--- config.mk ---
export PLATFORM = sky130hd
export DESIGN_NAME = ld_st_sequencer
export DESIGN_NICKNAME = d
export VERILOG_FILES = /design/src/rtl/cpu_ctrl_pkg.sv /design/src/rtl/mem_wait_counter.sv /design/src/rtl/ld_st_sequencer.sv
export SDC_FILE = /design/constraint.sdc
export NUM_CORES = 1
export LEC_CHECK = 0
export CELL_PAD_IN_SITES_DETAIL_PLACEMENT = 2
export CELL_PAD_IN_SITES_GLOBAL_PLACEMENT = 2
export CORE_ASPECT_RATIO = 2
export CORE_MARGIN = 2
export CORE_UTILIZATION = 19
export CTS_CLUSTER_DIAMETER = 50
export CTS_CLUSTER_SIZE = 14
export DETAILED_ROUTE_END_ITERATION = 8
export PLACE_DENSITY_LB_ADDON = 0.1
export SETUP_SLACK_MARGIN = 0.15
export SLEW_MARGIN = 20
export SYNTH_ARGS = -nofsm -noshare
export SYNTH_HDL_FRONTEND = slang
export SYNTH_HIERARCHICAL = 1
export SYNTH_SLANG_ARGS = --single-unit
--- constraint.sdc ---
create_clock -name clock -period 3.1 [get_ports clock]
set_clock_uncertainty 0.1 [all_clocks]
set_input_delay 0.93 -clock clock [delete_from_list [all_inputs] [get_ports clock]]
set_output_delay 0.93 -clock clock [all_outputs]
set_load 0.02 [all_outputs]
--- src/rtl/cpu_ctrl_pkg.sv ---
// Shared control-unit definitions: sequencer states, opcodes
// and instruction-field bit positions.
package cpu_ctrl_pkg;

  typedef enum logic [2:0] {
    S_IDLE,
    S_T3,
    S_T4,
    S_T5,
    S_T6,
    S_T7,
    S_DONE
  } seq_state_t;

  localparam logic [4:0] OPC_LD  = 5'b00000;
  localparam logic [4:0] OPC_LDI = 5'b00001;
  localparam logic [4:0] OPC_ST  = 5'b00010;

  localparam int OPC_MSB = 31;
  localparam int OPC_LSB = 27;
  localparam int RA_MSB  = 26;
  localparam int RA_LSB  = 23;
  localparam int RB_MSB  = 22;
  localparam int RB_LSB  = 19;
  localparam int C_MSB   = 18;
  localparam int C_LSB   = 0;

  function automatic logic [4:0] ir_opcode(
    input logic [31:0] ir
  );
    return ir[OPC_MSB:OPC_LSB];
  endfunction

endpackage

--- src/rtl/mem_wait_counter.sv ---
// Down-counter timing multi-cycle memory states; reusable
// by any sequencer that holds a strobe for a fixed latency.
module mem_wait_counter #(
  parameter int W = 4
) (
  input  logic         clock,
  input  logic         clear,
  input  logic         load,
  input  logic [W-1:0] load_val,
  input  logic         dec,
  output logic         zero
);

  logic [W-1:0] cnt_q;
  logic [W-1:0] cnt_d;

  always_comb begin
    cnt_d = cnt_q;
    if (load) begin
      cnt_d = load_val;
    end else if (dec && (cnt_q != '0)) begin
      cnt_d = cnt_q - 1'b1;
    end
  end

  always_ff @(posedge clock or posedge clear) begin
    if (clear) begin
      cnt_q <= '0;
    end else begin
      cnt_q <= cnt_d;
    end
  end

  assign zero = (cnt_q == '0);

endmodule

--- src/rtl/ld_st_sequencer.sv ---
// Multi-cycle control sequencer for ld / ldi / st; all
// strobes are Moore outputs decoded from state and op.
module ld_st_sequencer
  import cpu_ctrl_pkg::*;
#(
  parameter logic [4:0] OPCODE_LD  = OPC_LD,
  parameter logic [4:0] OPCODE_LDI = OPC_LDI,
  parameter logic [4:0] OPCODE_ST  = OPC_ST,
  parameter int         MEM_WAIT   = 2
) (
  input  logic        clock,
  input  logic        clear,
  input  logic        start,
  input  logic [31:0] ir,
  output logic        Gra,
  output logic        Grb,
  output logic        Rin,
  output logic        Rout,
  output logic        BAout,
  output logic        Cout,
  output logic        Yin,
  output logic        Zin,
  output logic        Zlowout,
  output logic        alu_add,
  output logic        MARin,
  output logic        MDRin,
  output logic        MDRout,
  output logic        Read,
  output logic        Write,
  output logic        busy,
  output logic        done,
  output logic        illegal
);

  localparam logic [3:0] WAIT_LOAD = 4'(MEM_WAIT - 1);

  seq_state_t state_q, state_d;
  logic [4:0] op_q, op_d;
  logic       illegal_q, illegal_d;

  logic [4:0] opc;
  logic       legal;
  logic       is_ld, is_ldi, is_st;
  logic       cnt_load, cnt_dec, cnt_zero;
  logic       unused_fields;

  assign opc    = ir_opcode(ir);
  assign legal  = (opc == OPCODE_LD) || (opc == OPCODE_LDI)
               || (opc == OPCODE_ST);
  assign is_ld  = (op_q == OPCODE_LD);
  assign is_ldi = (op_q == OPCODE_LDI);
  assign is_st  = (op_q == OPCODE_ST);

  // Register fields are consumed by select-and-encode, not here.
  assign unused_fields = ^ir[RA_MSB:C_LSB];

  mem_wait_counter #(
    .W(4)
  ) u_wait (
    .clock    (clock),
    .clear    (clear),
    .load     (cnt_load),
    .load_val (WAIT_LOAD),
    .dec      (cnt_dec),
    .zero     (cnt_zero)
  );

  always_comb begin
    state_d   = state_q;
    op_d      = op_q;
    illegal_d = 1'b0;
    cnt_load  = 1'b0;
    cnt_dec   = 1'b0;
    unique case (state_q)
      S_IDLE: begin
        if (start) begin
          if (legal) begin
            state_d = S_T3;
            op_d    = opc;
          end else begin
            illegal_d = 1'b1;
          end
        end
      end
      S_T3: state_d = S_T4;
      S_T4: state_d = S_T5;
      S_T5: begin
        if (is_ldi) begin
          state_d = S_DONE;
        end else begin
          state_d  = S_T6;
          cnt_load = is_ld;
        end
      end
      S_T6: begin
        if (is_ld) begin
          if (cnt_zero) state_d = S_T7;
          else          cnt_dec = 1'b1;
        end else begin
          state_d  = S_T7;
          cnt_load = 1'b1;
        end
      end
      S_T7: begin
        if (is_st && !cnt_zero) cnt_dec = 1'b1;
        else                    state_d = S_DONE;
      end
      S_DONE:  state_d = S_IDLE;
      default: state_d = S_IDLE;
    endcase
  end

  always_ff @(posedge clock or posedge clear) begin
    if (clear) begin
      state_q   <= S_IDLE;
      op_q      <= '0;
      illegal_q <= 1'b0;
    end else begin
      state_q   <= state_d;
      op_q      <= op_d;
      illegal_q <= illegal_d;
    end
  end

  always_comb begin
    Gra     = 1'b0;
    Grb     = 1'b0;
    Rin     = 1'b0;
    Rout    = 1'b0;
    BAout   = 1'b0;
    Cout    = 1'b0;
    Yin     = 1'b0;
    Zin     = 1'b0;
    Zlowout = 1'b0;
    alu_add = 1'b0;
    MARin   = 1'b0;
    MDRin   = 1'b0;
    MDRout  = 1'b0;
    Read    = 1'b0;
    Write   = 1'b0;
    unique case (state_q)
      S_T3: begin
        Grb   = 1'b1;
        Rout  = 1'b1;
        BAout = 1'b1;
        Yin   = 1'b1;
      end
      S_T4: begin
        Cout    = 1'b1;
        alu_add = 1'b1;
        Zin     = 1'b1;
      end
      S_T5: begin
        Zlowout = 1'b1;
        Gra     = is_ldi;
        Rin     = is_ldi;
        MARin   = !is_ldi;
      end
      S_T6: begin
        MDRin = 1'b1;
        Read  = is_ld;
        Gra   = is_st;
        Rout  = is_st;
      end
      S_T7: begin
        Write  = is_st;
        MDRout = is_ld;
        Gra    = is_ld;
        Rin    = is_ld;
      end
      default: ;
    endcase
  end

  assign busy    = (state_q != S_IDLE);
  assign done    = (state_q == S_DONE);
  assign illegal = illegal_q;

endmodule
==> summary by stage <==
Floorplan
In this run the horizontal extent of the chip is 52.2 um. In this run the count of I/O pins placed on the die edge is 53. Once the floorplan was initialized, standard cells occupied 19.4% of the core. The floorplan step defined a die boundary enclosing 5240 um2. Row generation in the floorplan step produced 35 rows. The core area is 4550 um2. The die outline height is 100 um.

Drt
Using the TritonRoute via totals, the vias-per-cell ratio works out to 4.37. In this run the remaining antenna-violating nets after routing total 0. The number of violations reported at the end of detailed-routing iteration 0 is 6. The wire length per cell is 14.2 um. The first-pass iteration count of the detailed router is 4. For this block, the via count after detailed routing is 808. The final layout contains routed wiring with a total length of 2640 um. The number of remaining DRC errors is 0.

Timing
For this run, the top clock speed supported by timing is 352 MHz. The number of endpoints failing setup at the final stage is 0. The final critical-path required period is 2.84 ns. For the final routed database, the setup TNS stands at 0 ns. The share of the clock period used by the worst path is 91.6%. Setup repair after global routing left no endpoint under its margin.

The final count of pins violating max slew came to 0. The number of hold-slack violations in the final timing report was 0.

Clock network
Clock-pin slew was measured on the worst setup and hold paths at 0.06 ns. The clock latency on the worst-skew pair is 0.24 ns. In this run the number of H-tree levels came out at 1. The tree is rooted in a sky130_fd_sc_hd__clkbuf_8.

The number of clock buffers added by TritonCTS is 3. The clock sink count is 13. The clock tree buffer depth is 2.

TritonCTS built the clock tree. In this run, post-CTS hold repair placed 0 buffers.

Yosys
The mapped cell area is 883 um2. The largest total area in the synthesized netlist belongs to sky130_fd_sc_hd__dfrtp_1. The share of synthesized area in the top cell type comes to 36.8%.

After synthesis, the netlist uses 40 different library cells. Yosys attributes the largest share of cell area to sky130_fd_sc_hd__dfrtp_1, sky130_fd_sc_hd__buf_4, sky130_fd_sc_hd__nand2_1. The average instance in the mapped netlist occupies 8.83 um2. The synthesis warning total is 6.

The instance count of the mapped netlist is 100. Counting flops and latches in the post-synthesis netlist gives 13. Summing the sequential cell areas from Yosys gives 36.8% of the chip area.

Setup path
The kind of cell with the highest combined delay along the critical path is simple AND/OR/NAND/NOR gates. The critical path start-end classification is register to primary output. STA puts the critical path data required time at 2.07 ns.

The signal on the critical path passes through buf_4, or3b_4, o21ai_0, and3_1, dlygate4sd2_1. STA classifies the critical path startpoint as a register. The kind of capture point of the worst setup path is a primary output. The largest fanout on the critical path is 9. The critical-path cell with the highest stage delay is sky130_fd_sc_hd__or3b_4.

The count of buffering cells on the critical path with inverters included is 2. In this design, the stage delay of the slowest critical-path cell is 0.41 ns. For the worst setup path, the data arrival time is 1.81 ns.

Power and ir drop
In this run, the clock network consumes 13.3% of the power. After layout, the design draws a total of 1.15 mW. The worst ir drop on vdd is 0.343 mV. The total net switching power is 510 uW. Power spread over the standard cell area amounts to 906 nW/um2. The cell-internal power is 642 uW.

Net switching is 44.3% of the power. The leakage power total is 0.658 nW. The share of total power dissipated in sequential elements is 26.7%.

The logic gate share of total power is 60.0%.

Layout
The synthesis-to-finish area growth is 43.9%. The share of post-route cells with drive strength above 1 is 18.5%. The final cell count without fillers is 185. The number of antenna diodes in the final layout is 0. The utilization after layout is 27.9%. The net count of the finished layout is 167.

Global routing
Summed over all layers, the global routing overflow is 0. Entering global routing, the biggest net connects 11 pins. The via count of the first global-routing pass is 876. The first-pass GRT wire length is 4370 um. The initial antenna violation count is 0. Across every metal layer, demand over resource in global routing totals 11.3%.

Flow run
Max-cap violations in this run came to 0.

Placed design
Including well taps, the total number of placed cells is 181. The quantity of I/O buffers inserted on ports is 25. The weighted congestion at the end of routability-driven global placement is 0.723. The HPWL after detailed placement is 2210 um.

Outcome
The run finished with clean final reports.

Hold path
The min-delay analysis places its worst path in the category register to register.
[layer usage]
layer	vias up	global-route usage [%]	part of all wire, %
li1	396	-	-
met1	396	11.3	35
met2	14	21.6	61
met3	2	1.93	3.0
met4	0	4.73	0.91
met5	-	0	0
[power groups by stage]
stage	Clock [mW]	Sequential, mW	Combinational (mW)
after global routing	0.166	0.322	0.766
final	0.153	0.307	0.691
after floorplan	0	0.275	0.483
after detailed placement	0	0.310	0.712
after global placement	0	0.307	0.692
after CTS	0.159	0.311	0.707
[synthesized netlist by cell type]
master                      count
sky130_fd_sc_hd__a31o_1         1
sky130_fd_sc_hd__mux2i_1        1
sky130_fd_sc_hd__inv_1          9
sky130_fd_sc_hd__and2_1         4
sky130_fd_sc_hd__a21o_1         1
sky130_fd_sc_hd__or3b_4         2
sky130_fd_sc_hd__and4b_1        1
sky130_fd_sc_hd__a2111oi_1      1
sky130_fd_sc_hd__conb_1         2
sky130_fd_sc_hd__o21ai_1        2
sky130_fd_sc_hd__nor4b_2        1
sky130_fd_sc_hd__a2111oi_2      1
sky130_fd_sc_hd__a221o_1        1
sky130_fd_sc_hd__a211oi_1       1
sky130_fd_sc_hd__dfrtp_1       13
sky130_fd_sc_hd__or2_2          2
sky130_fd_sc_hd__and3_4         1
sky130_fd_sc_hd__or2b_1         1
sky130_fd_sc_hd__o21ai_0        1
sky130_fd_sc_hd__buf_6          1
sky130_fd_sc_hd__o31a_1         1
sky130_fd_sc_hd__nand2b_1       2
sky130_fd_sc_hd__nor4_1         1
sky130_fd_sc_hd__a211o_1        1
sky130_fd_sc_hd__xor2_1         1
sky130_fd_sc_hd__ha_1           1
sky130_fd_sc_hd__nor2_1         6
sky130_fd_sc_hd__o32ai_1        1
sky130_fd_sc_hd__clkbuf_2       1
sky130_fd_sc_hd__mux2_2         2
sky130_fd_sc_hd__nor3_1         7
sky130_fd_sc_hd__a21oi_1        6
sky130_fd_sc_hd__nand3_1        1
sky130_fd_sc_hd__nor4_4         1
sky130_fd_sc_hd__and3_1         1
sky130_fd_sc_hd__nand2_1       11
sky130_fd_sc_hd__nor3b_1        1
sky130_fd_sc_hd__buf_4          6
sky130_fd_sc_hd__or3_1          1
sky130_fd_sc_hd__clkbuf_1       1
[cell type report]
cell class	count	area [um2]
fillers	554	3280
multi-input cells	71	484
flip-flops and latches	13	325
repair buffers	33	314
well taps	55	68.8
clock buffers	4	45.0
inverters	9	33.8
[worst reg2reg max path, delay by kind of cell (launching register included)]
| kind | cells | cell delay (ns) |
|---|---|---|
| AOI/OAI and AO/OA | 1 | 0.27 |
| adders and majority gates | 1 | 0.25 |
| buffers and inverters | 3 | 0.37 |
| DFF | 1 | 0.37 |
| and+or+nand+nor | 4 | 0.88 |
[metrics by stage]
step | hold WS, ns | area [um2] | worst slack, ns
after global routing | 0.469 | 1270 | 0.150
after global placement | 0.415 | 1200 | 0.194
final | 0.436 | 1270 | 0.262
after detailed placement | 0.422 | 1200 | 0.168
after floorplan | 0.393 | 891 | 0.443
after CTS | 0.440 | 1250 | 0.0104
[cells by family (layout without fill, tap and decap cells)]
| family | count (synthesis) | count (layout) | share of synthesized area [%] |
|---|---|---|---|
| buffers and inverters | 18 | 46 | 11.2 |
| and+or+nand+nor | 44 | 44 | 30.3 |
| muxes | 3 | 3 | 3.68 |
| xor gates and xnor gates | 1 | 1 | 0.992 |
| DFF | 13 | 13 | 36.8 |
| AOI/OAI and AO/OA | 18 | 18 | 14.7 |
| other | 2 | 4 | 0.850 |
| adders and majority gates | 1 | 1 | 1.42 |
[cells in the final DEF, fill, tap and decap left out, types with 2 or more instances in the layout]
cell,instances
sky130_fd_sc_hd__nand2b_1,2
sky130_fd_sc_hd__or2_2,2
sky130_fd_sc_hd__nor3_2,2
sky130_fd_sc_hd__dfrtp_1,13
sky130_fd_sc_hd__dlygate4sd2_1,5
sky130_fd_sc_hd__nor2_1,6
sky130_fd_sc_hd__conb_1,4
sky130_fd_sc_hd__dlymetal6s2s_1,4
sky130_fd_sc_hd__nor3_1,5
sky130_fd_sc_hd__a21oi_1,6
sky130_fd_sc_hd__clkbuf_8,3
sky130_fd_sc_hd__buf_4,8
sky130_fd_sc_hd__o21ai_1,2
sky130_fd_sc_hd__and2_1,4
sky130_fd_sc_hd__nand2_1,11
sky130_fd_sc_hd__or3b_4,2
sky130_fd_sc_hd__mux2_2,2
sky130_fd_sc_hd__inv_1,9
sky130_fd_sc_hd__clkdlybuf4s50_1,15
[flip-flops by register name (all words and copies together) (netlist names)]
register      count
u_wait/cnt_q      4
op_q              5
illegal           1
state_q           3
[final timing paths]
kind | slack, ns | end | cells past startpoint | start
min reg2reg | 0.44 | op_q[3] | 1 | op_q[3]
max in group asynchronous | 1.74 | op_q[0] | 2 | clear
max | 0.26 | Rin | 5 | state_q[1]
min in group asynchronous | 0.82 | u_wait/cnt_q[3] | 2 | clear
min | 0.44 | op_q[3] | 1 | op_q[3]
max reg2reg | 0.75 | u_wait/cnt_q[3] | 9 | u_wait/cnt_q[0]
[timing repair]
item / in CTS / in global routing
pin swaps: 0 / 0
endpoints found under the setup margin: 7 / 6
gates resized for setup: 8 / 6
buffers inserted: 0 / 0
Power figures use the tool's default switching activity.
